<file path="config.mk">
export PLATFORM = sky130hd
export DESIGN_NAME = fft_8p_stream_ctrl
export DESIGN_NICKNAME = d
export VERILOG_FILES = /design/src/rtl/fft_8p_stream_ctrl.sv
export SDC_FILE = /design/constraint.sdc
export NUM_CORES = 1
export LEC_CHECK = 0
export CORE_AREA = 5 5 226 228
export CTS_BUF_LIST = sky130_fd_sc_hd__clkbuf_4
export DETAILED_ROUTE_END_ITERATION = 12
export DIE_AREA = 0 0 231 233
export PLACE_DENSITY = 0.71
export SYNTH_ARGS = -nofsm -noshare
export SYNTH_HDL_FRONTEND = slang
export SYNTH_SLANG_ARGS = --single-unit
</file>
<file path="constraint.sdc">
create_clock -name clk -period 2.5 [get_ports clk]
set_input_delay 0.5 -clock clk [delete_from_list [all_inputs] [get_ports clk]]
set_output_delay 0.5 -clock clk [all_outputs]
set_load 0.01 [all_outputs]
</file>
<file path="src/rtl/fft_8p_stream_ctrl.sv">
// Streaming sequencer around the parallel N-point FFT core: serial frame fill, latency hold,
// result capture and natural-order serial replay over valid/ready.
module fft_8p_stream_ctrl #(
  parameter int DATA_WIDTH   = 16,
  parameter int N            = 8,
  parameter int CORE_LATENCY = 2
) (
  input  logic                           clk,
  input  logic                           arst_n,
  input  logic                           s_valid,
  output logic                           s_ready,
  input  logic [DATA_WIDTH-1:0]          s_real,
  input  logic [DATA_WIDTH-1:0]          s_imag,
  input  logic                           s_last,
  output logic [N-1:0][DATA_WIDTH-1:0]   fft_x_real,
  output logic [N-1:0][DATA_WIDTH-1:0]   fft_x_imag,
  input  logic [N-1:0][DATA_WIDTH-1:0]   fft_X_real,
  input  logic [N-1:0][DATA_WIDTH-1:0]   fft_X_imag,
  output logic                           m_valid,
  input  logic                           m_ready,
  output logic [DATA_WIDTH-1:0]          m_real,
  output logic [DATA_WIDTH-1:0]          m_imag,
  output logic [$clog2(N)-1:0]           m_idx,
  output logic                           m_last,
  output logic                           frame_err,
  output logic [1:0]                     fsm_state
);

  // Handshake: a beat moves on every rising edge where valid && ready; the sender holds
  // its payload stable while valid is high and ready is low.

  localparam int IW = $clog2(N);
  localparam int LW = (CORE_LATENCY > 0) ? $clog2(CORE_LATENCY + 1) : 1;
  localparam logic [IW-1:0] LAST_IDX = IW'(N - 1);
  localparam logic [LW-1:0] LAT_MAX  = LW'(CORE_LATENCY);

  localparam logic [0:0] FILL  = 1'b0;
  localparam logic [0:0] HOLD  = 1'b1;
  localparam logic [0:0] EMPTY = 1'b0;
  localparam logic [0:0] DRAIN = 1'b1;

  logic [0:0]                    in_state;
  logic [0:0]                    out_state;
  logic [IW-1:0]                 wr_idx;
  logic [IW-1:0]                 rd_idx;
  logic [LW-1:0]                 lat_cnt;
  logic [N-1:0][DATA_WIDTH-1:0]  out_real;
  logic [N-1:0][DATA_WIDTH-1:0]  out_imag;

  logic s_xfer;
  logic m_xfer;
  logic last_beat;
  logic capture;

  // Both ready and valid are forced low while reset is asserted, before state clears.
  assign s_ready   = arst_n && (in_state == FILL);
  assign m_valid   = arst_n && (out_state == DRAIN);
  assign s_xfer    = s_valid && s_ready;
  assign m_xfer    = m_valid && m_ready;
  assign last_beat = m_xfer && (rd_idx == LAST_IDX);
  assign capture   = (in_state == HOLD) && (lat_cnt == LAT_MAX) &&
                     ((out_state == EMPTY) || last_beat);

  assign m_real    = out_real[rd_idx];
  assign m_imag    = out_imag[rd_idx];
  assign m_idx     = rd_idx;
  assign m_last    = (rd_idx == LAST_IDX);
  assign fsm_state = {in_state, out_state};

  always_ff @(posedge clk) begin
    if (!arst_n) begin
      in_state   <= FILL;
      out_state  <= EMPTY;
      wr_idx     <= '0;
      rd_idx     <= '0;
      lat_cnt    <= '0;
      frame_err  <= 1'b0;
      fft_x_real <= '0;
      fft_x_imag <= '0;
      out_real   <= '0;
      out_imag   <= '0;
    end else begin
      frame_err <= 1'b0;

      case (in_state)
        FILL: begin
          if (s_xfer) begin
            fft_x_real[wr_idx] <= s_real;
            fft_x_imag[wr_idx] <= s_imag;
            if (wr_idx == LAST_IDX) begin
              in_state <= HOLD;
              wr_idx   <= '0;
              lat_cnt  <= '0;
            end else if (s_last) begin
              wr_idx    <= '0;
              frame_err <= 1'b1;
            end else begin
              wr_idx <= wr_idx + 1'b1;
            end
          end
        end
        default: begin
          if (lat_cnt != LAT_MAX) lat_cnt <= lat_cnt + 1'b1;
          if (capture) in_state <= FILL;
        end
      endcase

      // A capture coinciding with the final beat reloads the buffer without an EMPTY gap.
      if (capture) begin
        out_real  <= fft_X_real;
        out_imag  <= fft_X_imag;
        out_state <= DRAIN;
        rd_idx    <= '0;
      end else if (m_xfer) begin
        if (rd_idx == LAST_IDX) begin
          out_state <= EMPTY;
          rd_idx    <= '0;
        end else begin
          rd_idx <= rd_idx + 1'b1;
        end
      end
    end
  end

endmodule

</file>
; Word level (Yosys, flattened, before mapping)
; Index checks and enable logic that the tools add are counted.
[classes]
addsub = 3
magnitude_cmp = 3
n_eq_ne = 5
mux = 23
bitwise = 4
reduce_logical = 18
[op_table]
columns = cell, n
row1 = 128-bit bitwise mux, 2
row2 = 16-bit binary-select mux with 3-bit select, 2
row3 = 16-bit demux with 3-bit select, 1
row4 = 16-bit 2-to-1 mux, 3
row5 = 3-bit 2-to-1 mux, 3
row6 = 1-bit logical AND, 8
row7 = 3-bit by 4-bit less-than comparator with 1-bit output (second input constant), 2
row8 = 1-bit 2-to-1 mux, 8
row9 = 2-bit 2-to-1 mux, 4
row10 = 2-bit nonzero test, 4
row11 = 3-bit by 1-bit adder with 3-bit output (second input constant), 2
row12 = 3-bit == test (second input constant), 2
row13 = 1-bit inverter, 4
row14 = 2-bit AND reduction, 2
row15 = 4-bit OR reduction, 1
row16 = 3-bit by 1-bit greater-or-equal comparator with 1-bit output (second input constant), 1
row17 = 3-bit AND reduction, 1
row18 = 2-bit by 1-bit adder with 2-bit output (second input constant), 1
row19 = 2-bit == test (second input constant), 1
row20 = 2-bit by 1-bit inequality test with 1-bit output (second input constant), 1
row21 = 2-bit inequality test (second input constant), 1
row22 = 2-bit OR reduction, 1
row23 = 1-bit logical OR, 1
[totals]
ff_bits = 523
input_bits = 293
output_inout_bits = 297
wordCells = 94

; Longest topological paths before layout
[logic_depth]
ltp_word = 7
depth_mapped = 8

; Worst setup path before layout
; OpenSTA, ideal clock, no wires.
[synth_path]
path_kind = reg2out
from = reg rd_idx[0] (netlist: m_idx[0])
to = out m_imag[8]
t_arrival_ns = 1.618
slack_ns = 0.382
path_stages_with_launch = 5
n_path_buf = 2
cell_sequence = dfxtp_1 buf_6 buf_2 mux4_2 mux2_2
[synth_between]
elab_chain_cells = 2
[synth_lines]
columns = element, line
row1 = "start, declared", 45  ; logic [IW-1:0] rd_idx;
row2 = "start signal, assigned", 119  ; rd_idx <= rd_idx + 1'b1;
row3 = 16-bit binary-select mux with 3-bit select, 65  ; assign m_imag = out_imag[rd_idx];
row4 = 16-bit 2-to-1 mux (implied by the code), 65
row5 = "end, declared", 22  ; output logic [DATA_WIDTH-1:0] m_imag,
; Every way passes these cells. The select of a mux whose other input is x is not followed.

; Worst setup path after layout
[layout_path]
from = reg rd_idx[0] (netlist: m_idx[0])
to = out m_imag[12]
; Same word-level chain as after synthesis.

==> results.ini <==
[placed_design]
finalWeightedCongestion = 0.874
dp_hpwl_um = 51500
place_area_mm2 = 0.0262
io_buffers = 589

[yosys]
netlist.area_leader.share_pct = 52.7
netlist_instances = 1913
ys_warn_count = 0
ys_ff_latch = 523
synthesis.nets = 2211
yosysUniqueCellTypes = 41
synth-seq-area-share_pct = 52.7
synth.area.top_cells = dfxtp_1 (53%), a22o_1 (11%), mux4_2 (7.3%), nand3_1 (5.9%), nand2_1 (5.3%)
syn_area_per_cell_um2 = 10.4
syn_area_mm2 = 0.0199
yosys.area.top_type = dfxtp_1

[sta]
fin_worst_skew_ns = 0.0415
fin_crit_sh_pct = 127
period_minus_slack_ns = 3.17
max_freq_mhz = 315
setup_viol = 33
hold_violations = 0
layout_setup_ws_ns = -0.671
tightest_slew_ns = 0.796
final_max_slew_viol_count = 0
rsz0062_at_grt = true
holdWs_ns = 0.139
slew_headroom_pct = 47.0

[layout]
multiInputGateArea_mm2 = 0.00824
finalInstanceArea_mm2 = 0.0285
final_nets = 2834
post-route-util_pct = 58.6
fill_cells = 4093
regArea_mm2 = 0.0105
drive_gt1_share_pct = 17.2
synthToLayoutAreaGrowth_pct = 43.5

[setup_path]
r2r_slack_ns = 0.11
start_kind = register
worst_r2r_path_depth = 11
endpoint_kind = output pin
crit_path_frequent_cell = buf_8
crit_slowest_cell = mux4_2
reg2reg_from = m_idx[0]
crit_path_max_fanout = 7
crit_type = reg2out
cp_slowest_stage_delay_ns = 0.50
path_cells = buf_8 -> buf_12 -> buf_8 -> mux4_2 -> mux2_4 -> buf_6
crit_arrival_ns = 2.67
worstSetupEndpoint = m_imag[12]
critPathLaunch = m_idx[0]
required_ns = 2.00
timing.rr.end = out_real[6]

[floorplanning]
start_util_pct = 40.8
die-area_mm2 = 0.0538
dieHeight_um = 233
ioPinCount = 590
fp.dieW_um = 231
rows = 81
core_area_mm2 = 0.0486

[clock_network]
cts_tree = done
clk_latency_ns = 0.97
cts_root_buffer = clkbuf_4
clock_path_buffers = 3
h-tree-depth = 4
cts_buffers = 139
clkSinkCount = 523
clk_pin_slew_ns = 0.08

[drt]
drt_iter0_markers = 1751
drc = 0
wl_um = 72900
dr.pass1.iters = 6
via_per_inst = 5.59
vias = 18217
detail_route.wl_per_cell_um = 22.3
ant_nets = 0

[power]
ir_worst_vdd_v = 0.000365
power_leakage_nw = 11.0
powerDensity_mw_per_mm2 = 606

[global_route]
grt_pass1_vias = 18261
grt_pass1_wl_um = 108000
antenna_found_initial = 12
grt_max_degree = 159
gr-total-overflow = 0
grtUsageTotal_pct = 25.8

[flow_run]
drv_cap = 0

[run_status]
violations = negative setup slack
outcome = complete, but fails checks

[worst_hold_path]
hold_class = in2reg

per-stage QoR:
stage / setup TNS, ns / instances / power, W / worst slack (ns)
after CTS: -24.95 / 3256 / 0.0174 / -0.830
after global routing: -24.16 / 3258 / 0.0180 / -0.834
after floorplan: 0 / 1913 / 0.00894 / 0.382
final: -18.87 / 3261 / 0.0173 / -0.671
after detailed placement: -1.75 / 2974 / 0.00968 / -0.106
after global placement: -1.93 / 2974 / 0.00967 / -0.105
cell usage after synthesis:
cell / number
clkbuf_1: 82
a22o_1: 256
a21oi_1: 6
and2_1: 11
buf_2: 70
o32ai_1: 1
nor3_2: 1
and3b_1: 1
o21ai_0: 34
nor2_1: 4
nand3b_1: 2
o2bb2ai_1: 1
and4bb_1: 1
mux4_2: 64
o21ai_1: 194
mux2_2: 7
a32o_1: 1
nand2_2: 2
inv_1: 1
ha_1: 5
dfxtp_1: 523
o21a_1: 1
nand2b_1: 3
nor3b_1: 1
buf_6: 32
buf_12: 4
nand3_1: 233
buf_4: 5
a311oi_1: 1
buf_1: 18
o22ai_1: 1
o211a_1: 1
nand2_1: 282
a21boi_0: 1
clkbuf_2: 3
mux2_4: 25
and4b_1: 1
inv_2: 1
mux2i_1: 28
nor2b_1: 4
a21boi_1: 1
flip-flops by register name, indices dropped and copies added, names as in the netlist:
register	cells
fft_x_imag	128
out_real	128
frame_err	1
out_imag	128
lat_cnt	2
fft_x_real	128
wr_idx	3
in_state	1
m_idx	3
out_state	1
critical path, delay by kind of cell, from the launching register on:
kind	cells	cell delay, ns
muxes	2	0.79
DFF	1	0.40
buffers and inverters	4	0.52
placed cells by master, fill, tap and decap left out, types with 3 or more instances in the layout:
cell             Yosys  layout
nor2_1               4       3
mux2_4              25      27
and2_1              11       9
clkdlybuf4s50_1      0     491
ha_1                 5       3
nand2_1            282     282
buf_6               32      35
dfxtp_4              0       4
dlymetal6s2s_1       0       6
dfxtp_1            523     518
mux2_2               7       5
mux4_2              64      64
buf_4                5      44
dlygate4sd2_1        0      54
mux2i_1             28      28
nand2b_1             3       3
o21ai_0             34      34
buf_8                0       3
bufinv_16            0       5
clkbuf_4             0     198
inv_2                1       4
o21ai_1            194     194
diode_2              0       5
clkinv_2             0       4
dlygate4sd3_1        0      18
a21oi_1              6       6
nand3_1            233     233
buf_12               4      32
buf_2               70       8
clkinv_1             0      26
a22o_1             256     256
worst min-delay path by stage:
stage	from	end	slack (ns)	depth (start not counted)
final	fft_X_imag[3]	out_imag[3]	0.14	2
after CTS	fft_X_imag[3]	out_imag[3]	0.00001	2
after detailed placement	fft_x_real[86]	fft_x_real[86]	0.44	2
after floorplan	out_imag[100]	out_imag[100]	0.44	1
after global routing	fft_X_real[114]	out_real[114]	0.04	2
after global placement	fft_x_imag[48]	fft_x_imag[48]	0.43	2
where the power goes:
| part | leakage [nW] | switching (W) | internal (W) |
|---|---|---|---|
| combinational | 5.75 | 0.000527 | 0.000588 |
| clock | 1.06 | 0.00359 | 0.00416 |
| sequential | 4.22 | 0.0000311 | 0.00838 |
| total | 11.0 | 0.00414 | 0.0131 |
logic make-up (layout without fill, tap and decap cells):
family                     Yosys count  after routing  synth area share, %
AOI/OAI and AO/OA                  499            499                 17.6
other                                0              5                    0
muxes                              124            124                 11.0
buffers and inverters              216            937                 6.18
and+or+nand+nor                    546            546                 12.2
DFF                                523            523                 52.7
adders and majority gates            5              5                0.315
area by class of cell:
cell class	instances	share of cell area (%)
diodes	5	0.0439
clock buffers	198	5.22
clock inverters	41	1.06
inverters	2	0.0263
multi-input cells	1174	28.9
flip-flops and latches	523	36.8
well taps	622	2.73
repair buffers	696	25.2
per-layer routing:
| layer | GRT usage, % | up-vias | routed length [um] |
|---|---|---|---|
| li1 | - | 8221 | - |
| met1 | 31.6 | 8781 | 28400 |
| met2 | 41.3 | 1036 | 34200 |
| met3 | 9.38 | 163 | 7740 |
| met4 | 10.8 | 16 | 2390 |
| met5 | 0 | - | 102 |
what timing repair did:
action | 4_1_cts | 5_1_grt
buffers inserted | 22 | 4
hold buffers | 18 | 0
hold endpoints to repair | 61 | 0
endpoints found under the setup margin | 91 | 100
gates resized for setup | 258 | 22
gates cloned | 3 | 0
Note: power is estimated with default switching activity, not from simulation.
